File: src/rtl/cpu_ctrl_pkg.sv
// Shared control encodings for the multicycle CPU: FSM states, opcodes, mux selects.
// Latency: n/a (types and constants only).
// Backpressure: n/a.
package cpu_ctrl_pkg;

    typedef enum logic [3:0] {
        S_FETCH    = 4'd0,
        S_DECODE   = 4'd1,
        S_EXEC_R   = 4'd2,
        S_EXEC_I   = 4'd3,
        S_ALU_WB   = 4'd4,
        S_MEM_ADDR = 4'd5,
        S_MEM_RD   = 4'd6,
        S_MEM_WB   = 4'd7,
        S_MEM_WR   = 4'd8,
        S_BRANCH   = 4'd9,
        S_JUMP     = 4'd10,
        S_HALT     = 4'd11,
        S_FAULT    = 4'd12
    } state_t;

    localparam logic [5:0] OP_RTYPE = 6'h00;
    localparam logic [5:0] OP_J     = 6'h02;
    localparam logic [5:0] OP_BEQ   = 6'h04;
    localparam logic [5:0] OP_ADDI  = 6'h08;
    localparam logic [5:0] OP_LW    = 6'h23;
    localparam logic [5:0] OP_SW    = 6'h2B;
    localparam logic [5:0] OP_HALT  = 6'h3F;

    localparam logic [1:0] PCSRC_PC4    = 2'd0;
    localparam logic [1:0] PCSRC_ALUOUT = 2'd1;
    localparam logic [1:0] PCSRC_JUMP   = 2'd2;

    localparam logic [1:0] ALUB_RT     = 2'd0;
    localparam logic [1:0] ALUB_FOUR   = 2'd1;
    localparam logic [1:0] ALUB_IMM    = 2'd2;
    localparam logic [1:0] ALUB_IMM_SH = 2'd3;

    localparam logic [1:0] ALUOP_ADD   = 2'd0;
    localparam logic [1:0] ALUOP_SUB   = 2'd1;
    localparam logic [1:0] ALUOP_FUNCT = 2'd2;

    // All datapath strobes bundled so they can be defaulted and gated as one word.
    typedef struct packed {
        logic       pc_write;
        logic [1:0] pc_src;
        logic       ir_write;
        logic       mem_read;
        logic       mem_write;
        logic       iord;
        logic       reg_write;
        logic       mem_to_reg;
        logic       reg_dst;
        logic       alu_src_a;
        logic [1:0] alu_src_b;
        logic [1:0] alu_op;
        logic       fault;
    } ctrl_t;

    // States that sit on a memory handshake and are therefore guarded by the timeout.
    function automatic logic is_wait_state(input state_t s);
        return (s == S_FETCH) || (s == S_MEM_RD) || (s == S_MEM_WR);
    endfunction

endpackage

File: src/rtl/pc_control_fsm.sv
// Multicycle fetch/decode/execute control FSM owning PC update and datapath strobes.
// Latency: R/ADDI 4, LW 5, SW 4, BEQ 3, J 3 cycles with mem_ready high; outputs combinational from state.
// Backpressure: memory states stall on mem_ready low; TIMEOUT_CYCLES waiting cycles force FAULT.
module pc_control_fsm
    import cpu_ctrl_pkg::*;
#(
    parameter int unsigned TIMEOUT_CYCLES = 255
) (
    input  logic       clk,
    input  logic       reset,
    input  logic [5:0] opcode,
    input  logic       zero,
    input  logic       mem_ready,
    output logic       pcWrite,
    output logic [1:0] pcSrc,
    output logic       irWrite,
    output logic       memRead,
    output logic       memWrite,
    output logic       iorD,
    output logic       regWrite,
    output logic       memToReg,
    output logic       regDst,
    output logic       aluSrcA,
    output logic [1:0] aluSrcB,
    output logic [1:0] aluOp,
    output logic       fault,
    output logic [3:0] state_o
);

    localparam logic [7:0] TIMEOUT_LAST = 8'(TIMEOUT_CYCLES - 1);

    state_t     r_state;
    state_t     w_next;
    logic [7:0] r_wait_cnt;
    logic       w_timeout;
    ctrl_t      w_ctrl;
    ctrl_t      w_out;

    // Last permitted waiting cycle without mem_ready; a ready in the same cycle still wins.
    assign w_timeout = (r_wait_cnt == TIMEOUT_LAST) && !mem_ready;

    // State register and wait counter; counter restarts on every state change.
    always_ff @(posedge clk) begin
        if (!reset) begin
            r_state    <= S_FETCH;
            r_wait_cnt <= '0;
        end else begin
            r_state <= w_next;
            if (w_next != r_state)
                r_wait_cnt <= '0;
            else if (is_wait_state(r_state))
                r_wait_cnt <= r_wait_cnt + 8'd1;
        end
    end

    // Next-state and strobe decode; only pcWrite/irWrite depend on mem_ready/zero.
    always_comb begin
        w_next = r_state;
        w_ctrl = '0;
        case (r_state)
            S_FETCH: begin
                w_ctrl.mem_read  = 1'b1;
                w_ctrl.alu_src_b = ALUB_FOUR;
                w_ctrl.alu_op    = ALUOP_ADD;
                if (mem_ready) begin
                    w_ctrl.ir_write = 1'b1;
                    w_ctrl.pc_write = 1'b1;
                    w_ctrl.pc_src   = PCSRC_PC4;
                    w_next          = S_DECODE;
                end else if (w_timeout) begin
                    w_next = S_FAULT;
                end
            end
            S_DECODE: begin
                // Precompute the branch target into ALUOut while the opcode is decoded.
                w_ctrl.alu_src_b = ALUB_IMM_SH;
                w_ctrl.alu_op    = ALUOP_ADD;
                case (opcode)
                    OP_RTYPE:     w_next = S_EXEC_R;
                    OP_LW, OP_SW: w_next = S_MEM_ADDR;
                    OP_BEQ:       w_next = S_BRANCH;
                    OP_J:         w_next = S_JUMP;
                    OP_ADDI:      w_next = S_EXEC_I;
                    OP_HALT:      w_next = S_HALT;
                    default:      w_next = S_FAULT;
                endcase
            end
            S_EXEC_R: begin
                w_ctrl.alu_src_a = 1'b1;
                w_ctrl.alu_src_b = ALUB_RT;
                w_ctrl.alu_op    = ALUOP_FUNCT;
                w_next           = S_ALU_WB;
            end
            S_EXEC_I: begin
                w_ctrl.alu_src_a = 1'b1;
                w_ctrl.alu_src_b = ALUB_IMM;
                w_ctrl.alu_op    = ALUOP_ADD;
                w_next           = S_ALU_WB;
            end
            S_ALU_WB: begin
                // IR still holds the instruction, so it picks rd (R-type) or rt (ADDI).
                w_ctrl.reg_write = 1'b1;
                w_ctrl.reg_dst   = (opcode == OP_RTYPE);
                w_next           = S_FETCH;
            end
            S_MEM_ADDR: begin
                w_ctrl.alu_src_a = 1'b1;
                w_ctrl.alu_src_b = ALUB_IMM;
                w_ctrl.alu_op    = ALUOP_ADD;
                w_next           = (opcode == OP_LW) ? S_MEM_RD : S_MEM_WR;
            end
            S_MEM_RD: begin
                w_ctrl.mem_read = 1'b1;
                w_ctrl.iord     = 1'b1;
                if (mem_ready)      w_next = S_MEM_WB;
                else if (w_timeout) w_next = S_FAULT;
            end
            S_MEM_WB: begin
                w_ctrl.reg_write  = 1'b1;
                w_ctrl.mem_to_reg = 1'b1;
                w_next            = S_FETCH;
            end
            S_MEM_WR: begin
                w_ctrl.mem_write = 1'b1;
                w_ctrl.iord      = 1'b1;
                if (mem_ready)      w_next = S_FETCH;
                else if (w_timeout) w_next = S_FAULT;
            end
            S_BRANCH: begin
                w_ctrl.alu_src_a = 1'b1;
                w_ctrl.alu_src_b = ALUB_RT;
                w_ctrl.alu_op    = ALUOP_SUB;
                w_ctrl.pc_write  = zero;
                w_ctrl.pc_src    = PCSRC_ALUOUT;
                w_next           = S_FETCH;
            end
            S_JUMP: begin
                w_ctrl.pc_write = 1'b1;
                w_ctrl.pc_src   = PCSRC_JUMP;
                w_next          = S_FETCH;
            end
            S_HALT:  w_next = S_HALT;
            S_FAULT: w_ctrl.fault = 1'b1;
            default: w_next = S_FAULT;
        endcase
    end

    // Everything is forced idle while reset is held, whatever state is still registered.
    assign w_out = reset ? w_ctrl : '0;

    assign pcWrite  = w_out.pc_write;
    assign pcSrc    = w_out.pc_src;
    assign irWrite  = w_out.ir_write;
    assign memRead  = w_out.mem_read;
    assign memWrite = w_out.mem_write;
    assign iorD     = w_out.iord;
    assign regWrite = w_out.reg_write;
    assign memToReg = w_out.mem_to_reg;
    assign regDst   = w_out.reg_dst;
    assign aluSrcA  = w_out.alu_src_a;
    assign aluSrcB  = w_out.alu_src_b;
    assign aluOp    = w_out.alu_op;
    assign fault    = w_out.fault;
    assign state_o  = r_state;

endmodule
File: config.mk
export PLATFORM = sky130hd
export DESIGN_NAME = pc_control_fsm
export DESIGN_NICKNAME = d
export VERILOG_FILES = /design/src/rtl/cpu_ctrl_pkg.sv /design/src/rtl/pc_control_fsm.sv
export SDC_FILE = /design/constraint.sdc
export NUM_CORES = 1
export LEC_CHECK = 0
export ABC_AREA = 1
export BUFFER_PORTS_ARGS = -buffer_cell sky130_fd_sc_hd__buf_2
export CORE_MARGIN = 4
export CORE_UTILIZATION = 55
export DETAILED_ROUTE_END_ITERATION = 7
export PLACE_DENSITY = 0.8
export RECOVER_POWER = 50
export SETUP_SLACK_MARGIN = 0.15
export SLEW_MARGIN = 20
export SYNTH_ARGS = -nofsm -noshare
export SYNTH_HDL_FRONTEND = slang
export SYNTH_SLANG_ARGS = --single-unit
File: constraint.sdc
create_clock -name clk -period 4.29 [get_ports clk]
set_clock_uncertainty 0.2 [all_clocks]
set_input_delay 0.858 -clock clk [delete_from_list [all_inputs] [get_ports clk]]
set_output_delay 0.858 -clock clk [all_outputs]
set_load 0.02 [all_outputs]
-- Word-level counts from Yosys, hierarchy flattened
Cells that the tools add are included.
- register bits: 12
- output and inout bits: 20
- $add $sub $neg: 1
- equality and inequality tests: 20
- multiplexer cells: 20
- bitwise operators: 1
- reduce and logical (&&, ||, !) cells: 15
- operators with widths (operator ; number):
    $pmux W4 S9 ; 1
    $mux W4 ; 6
    $pmux W4 S6 ; 1
    $eq A4 B4 Y1 const B ; 5
    $pmux W4 S5 ; 1
    $eq A6 B6 Y1 const B ; 3
    $eq A4 B3 Y1 const B ; 4
    $mux W16 ; 1
    $reduce_or A2 Y1 ; 7
    $mux W1 ; 9
    $pmux W3 S3 ; 1
    $add A8 B1 Y8 const B ; 1
    $eq A4 B2 Y1 const B ; 2
    $eq A8 B8 Y1 const B ; 1
    $reduce_or A4 Y1 ; 2
    $eq A6 B2 Y1 const B ; 1
    $eq A6 B3 Y1 const B ; 1
    $eq A6 B4 Y1 const B ; 1
    $logic_not A6 Y1 ; 1
    $eq A4 B1 Y1 const B ; 1
    $logic_not A4 Y1 ; 1
    $ne A4 B4 Y1 ; 1
    $logic_or A1 B1 Y1 ; 2
    $logic_and A1 B1 Y1 ; 1
    2 further kinds ; 2

-- Longest topological paths before layout
- depth after elaboration: 7
- mapped depth: 13
- depth with buffers taken out: 13

-- Worst setup path before layout
No wires, ideal clock.
- kind: in2out
- start point: in reset
- end point: out aluSrcB[1]
- arrival: 2057 ps
- required time: 3232 ps
- path slack: 1175 ps
- stages on the path: 2
- path buffers: 0
- path through: clkinv_1 a2111oi_0
- longest elaborated chain between the ends: 1
- RTL lines (element ; line ; text):
    from (decl) ; pc_control_fsm.sv:10 ; input logic reset,
    $mux W16 ; pc_control_fsm.sv:149 ; assign w_out = reset ? w_ctrl : '0;
    to (decl) ; pc_control_fsm.sv:24 ; output logic [1:0] aluSrcB,
Every way passes these cells.

-- Worst setup path in the final report
Same ends and word-level chain as after synthesis.

==> flow_summary_export.csv <==
group,metric,value,unit
global_route,antenna_found_initial,0,
detailed_routing,wire_per_inst,11.62,um
final_layout,layout_commonest_cell,"nand2_1",
final_layout,final_cells,247,
hold_path,hp-class,"reg -> reg",
floorplan,core,2042,sq um
sta,worst_slew_pin_slew,0.5042,ns
global_route,grt_usage,0.1823,
final_layout,area_growth,11.82,%
clock_network,cts_root_buf,"clkbuf_4",
final_layout,drive_gt1_frac,0.2318,
final_layout,layout_common_cells,"nand2_1 (46), nor2_1 (24), buf_2 (23)",
floorplan,initial_core_util,0.6011,
sta,finalSetupTns,0,ns
detailed_routing,wirelength,2870,um
critical_path,cpMaxStageDelayCell,"a2111oi_0",
critical_path,critical_path.startpoint_type,"input pin",
critical_path,max_stage_delay,0.40,ns
global_route,grt.met1_usage,0.2412,
clock_network,htree_levels,1,
power_and_ir_drop,p_leak,0.6896,nW
logic_synthesis,ys_types,31,
power_and_ir_drop,p_clk_frac,0.200,
final_layout,fillCellCount,202,
logic_synthesis,synth_fp_nets,203,
floorplan,rows,16,
final_layout,fin_nets,233,
logic_synthesis,yosysWarnings,0,
logic_synthesis,synth_cells,191,
sta,final-hold-violation-count,0,
power_and_ir_drop,ir_worst_vdd,0.2710,mV
critical_path,critPathBufInv,3,
clock_network,numCtsBuffers,3,
critical_path,reg2reg_depth,10,
clock_network,clk_pin_slew,0.08,ns
final_layout,utilization,0.6722,
sta,period_share,0.7040,
critical_path,crit_fanout,17,
clock_network,cts-resized-gates,0,
global_route,met3_usage,0.04662,
power_and_ir_drop,switching_power,0.0002132,W
final_layout,antenna_cells,0,
critical_path,criticalPathCategory,"in -> out",
sta,relSlewSlack,0.6634,
placed_design,io_buffers,29,
critical_path,cpMostUsedCell,"buf_2",
detailed_routing,routed_via_density,5.352,
placed_design,gp_congestion,0.9257,
critical_path,path_cells,"buf_2, clkinv_1, a2111oi_0, buf_2",
power_and_ir_drop,pwr-share-comb,0.491,
logic_synthesis,ys_ff_latch,12,
power_and_ir_drop,power_density,330.8,nW/um^2
detailed_routing,antenna_left,0,
global_route,grt_pass1_wl,4657,um
sta,rsz0062_at_grt,"no",
power_and_ir_drop,pwr-share-seq,0.308,
clock_network,clock_path_buffers,2,
floorplan,ios,30,
detailed_routing,detail_route.iter0.violations,50,
global_route,top_usage_layer,"met2",
hold_path,hold_path_depth,3,
sta,period_needed,3.020,ns
placed_design,dp_cells,243,
clock_network,cts.sinks,12,
detailed_routing,drt-pass1-iter-count,4,
logic_synthesis,netlist_area,1227,sq um
global_route,grt_pass1_vias,1086,
clock_network,clk_latency,0.27,ns
power_and_ir_drop,total_power,0.0004541,W
critical_path,crit_family,"buffers and inverters",
run_status,status,"finished, final reports clean",
sta,holdWs,0.3572,ns
clock_network,cts_tree,"built",
run,maxCapViolations,0,
logic_synthesis,synth_seq_area_share,0.1957,
power_and_ir_drop,p_int,0.0002409,W
floorplan,dieArea,3051,sq um
global_route,grt_max_degree,18,
critical_path,cp.required,3.23,ns
sta,finalSetupViolCount,0,
logic_synthesis,post_synth.cell_area_avg,6.426,sq um
placed_design,dp_hpwl,2303,um
global_route,overflow,0,
floorplan,die_h,55.24,um
sta,slew_viol_final,0,
clock_network,cts_setup_buffers,0,
power_and_ir_drop,p_sw_frac,0.4695,
critical_path,worstPathArrival,1.96,ns
clock_network,ctsHoldBuffers,0,
global_route,grt_use_met2,0.3007,
sta,fmax,0.3311,GHz
critical_path,critical_path_cell_count,4,
detailed_routing,drcViolationCount,0,
floorplan,die_x,55.24,um
detailed_routing,num_vias,1322,
critical_path,end_kind,"output pin",
## registers in the layout, summed over array words and instances (netlist names)
signal      flops
r_wait_cnt      8
state_o         4
## Yosys cell counts, drive strengths merged
master / n / area (sq um)
inv: 25 / 93.84
xor2: 3 / 26.28
nor3: 14 / 110.1
nand3: 20 / 147.6
clkinv: 1 / 3.750
a2111oi: 1 / 8.760
nand4: 4 / 31.28
o21ai: 1 / 5.000
a21oi: 12 / 60.06
xnor2: 4 / 35.03
a21boi: 2 / 15.02
nor2: 30 / 142.6
buf: 4 / 30.02
mux2i: 2 / 20.02
a31oi: 1 / 6.260
dfxtp: 12 / 240.2
ha: 2 / 25.02
nand2: 52 / 220.2
nor4: 1 / 6.260
## final cells by class
type                    count  area [sq um]  area share
well taps                  27         33.78     0.02461
inverters                  26         97.59     0.07110
clock buffers               4         36.28     0.02644
multi-input cells         149         827.0      0.6026
repair buffers             29         137.6      0.1003
flip-flops and latches     12         240.2      0.1750
## power by group through the flow
stage                     combinational (W)   clock, W  sequential [W]
final                              0.000223  0.0000909        0.000140
after global routing               0.000244   0.000100        0.000142
after CTS                          0.000237  0.0000933        0.000139
after detailed placement           0.000236          0        0.000142
after global placement             0.000231          0        0.000141
after floorplan                    0.000192          0        0.000137
## kinds of logic (layout without fill, tap and decap cells)
group / count (synthesis) / after routing / synth area share
and+or+nand+nor: 121 / 121 / 0.5362
adders and majority gates: 2 / 2 / 0.02038
xor gates and xnor gates: 7 / 7 / 0.04995
muxes: 2 / 2 / 0.01631
DFF: 12 / 12 / 0.1957
buffers and inverters: 30 / 59 / 0.1040
AOI/OAI and AO/OA: 17 / 17 / 0.07748
## final timing paths
check,from,endpoint,slack [ns]
max,reset,aluSrcB[1],1.27
min,r_wait_cnt[4]$_SDFFE_PP0P_,r_wait_cnt[4]$_SDFFE_PP0P_,0.36
max reg2reg,state_o[2]$_SDFF_PN0_,r_wait_cnt[6]$_SDFFE_PP0P_,2.04
min reg2reg,r_wait_cnt[4]$_SDFFE_PP0P_,r_wait_cnt[4]$_SDFFE_PP0P_,0.36
## per-stage QoR
step	worst slack (ns)	instance area, sq um
after floorplan	1.175	1227
final	1.270	1373
after global routing	1.144	1373
after global placement	1.359	1376
after CTS	1.294	1413
after detailed placement	1.298	1376
## worst min-delay path, delay by kind of cell (launching register included)
family / cells / cell delay (ns)
XOR/XNOR: 1 / 0.08
buffers and inverters: 1 / 0.05
flip-flops: 1 / 0.35
AND/OR/NAND/NOR: 1 / 0.04
## routing by layer
layer  vias up  share of wire
li1        680              -
met1       597           0.44
met2        45           0.49
met3         0          0.061
met4         0              0
met5         -              0
(Power assumes the default switching activity.)
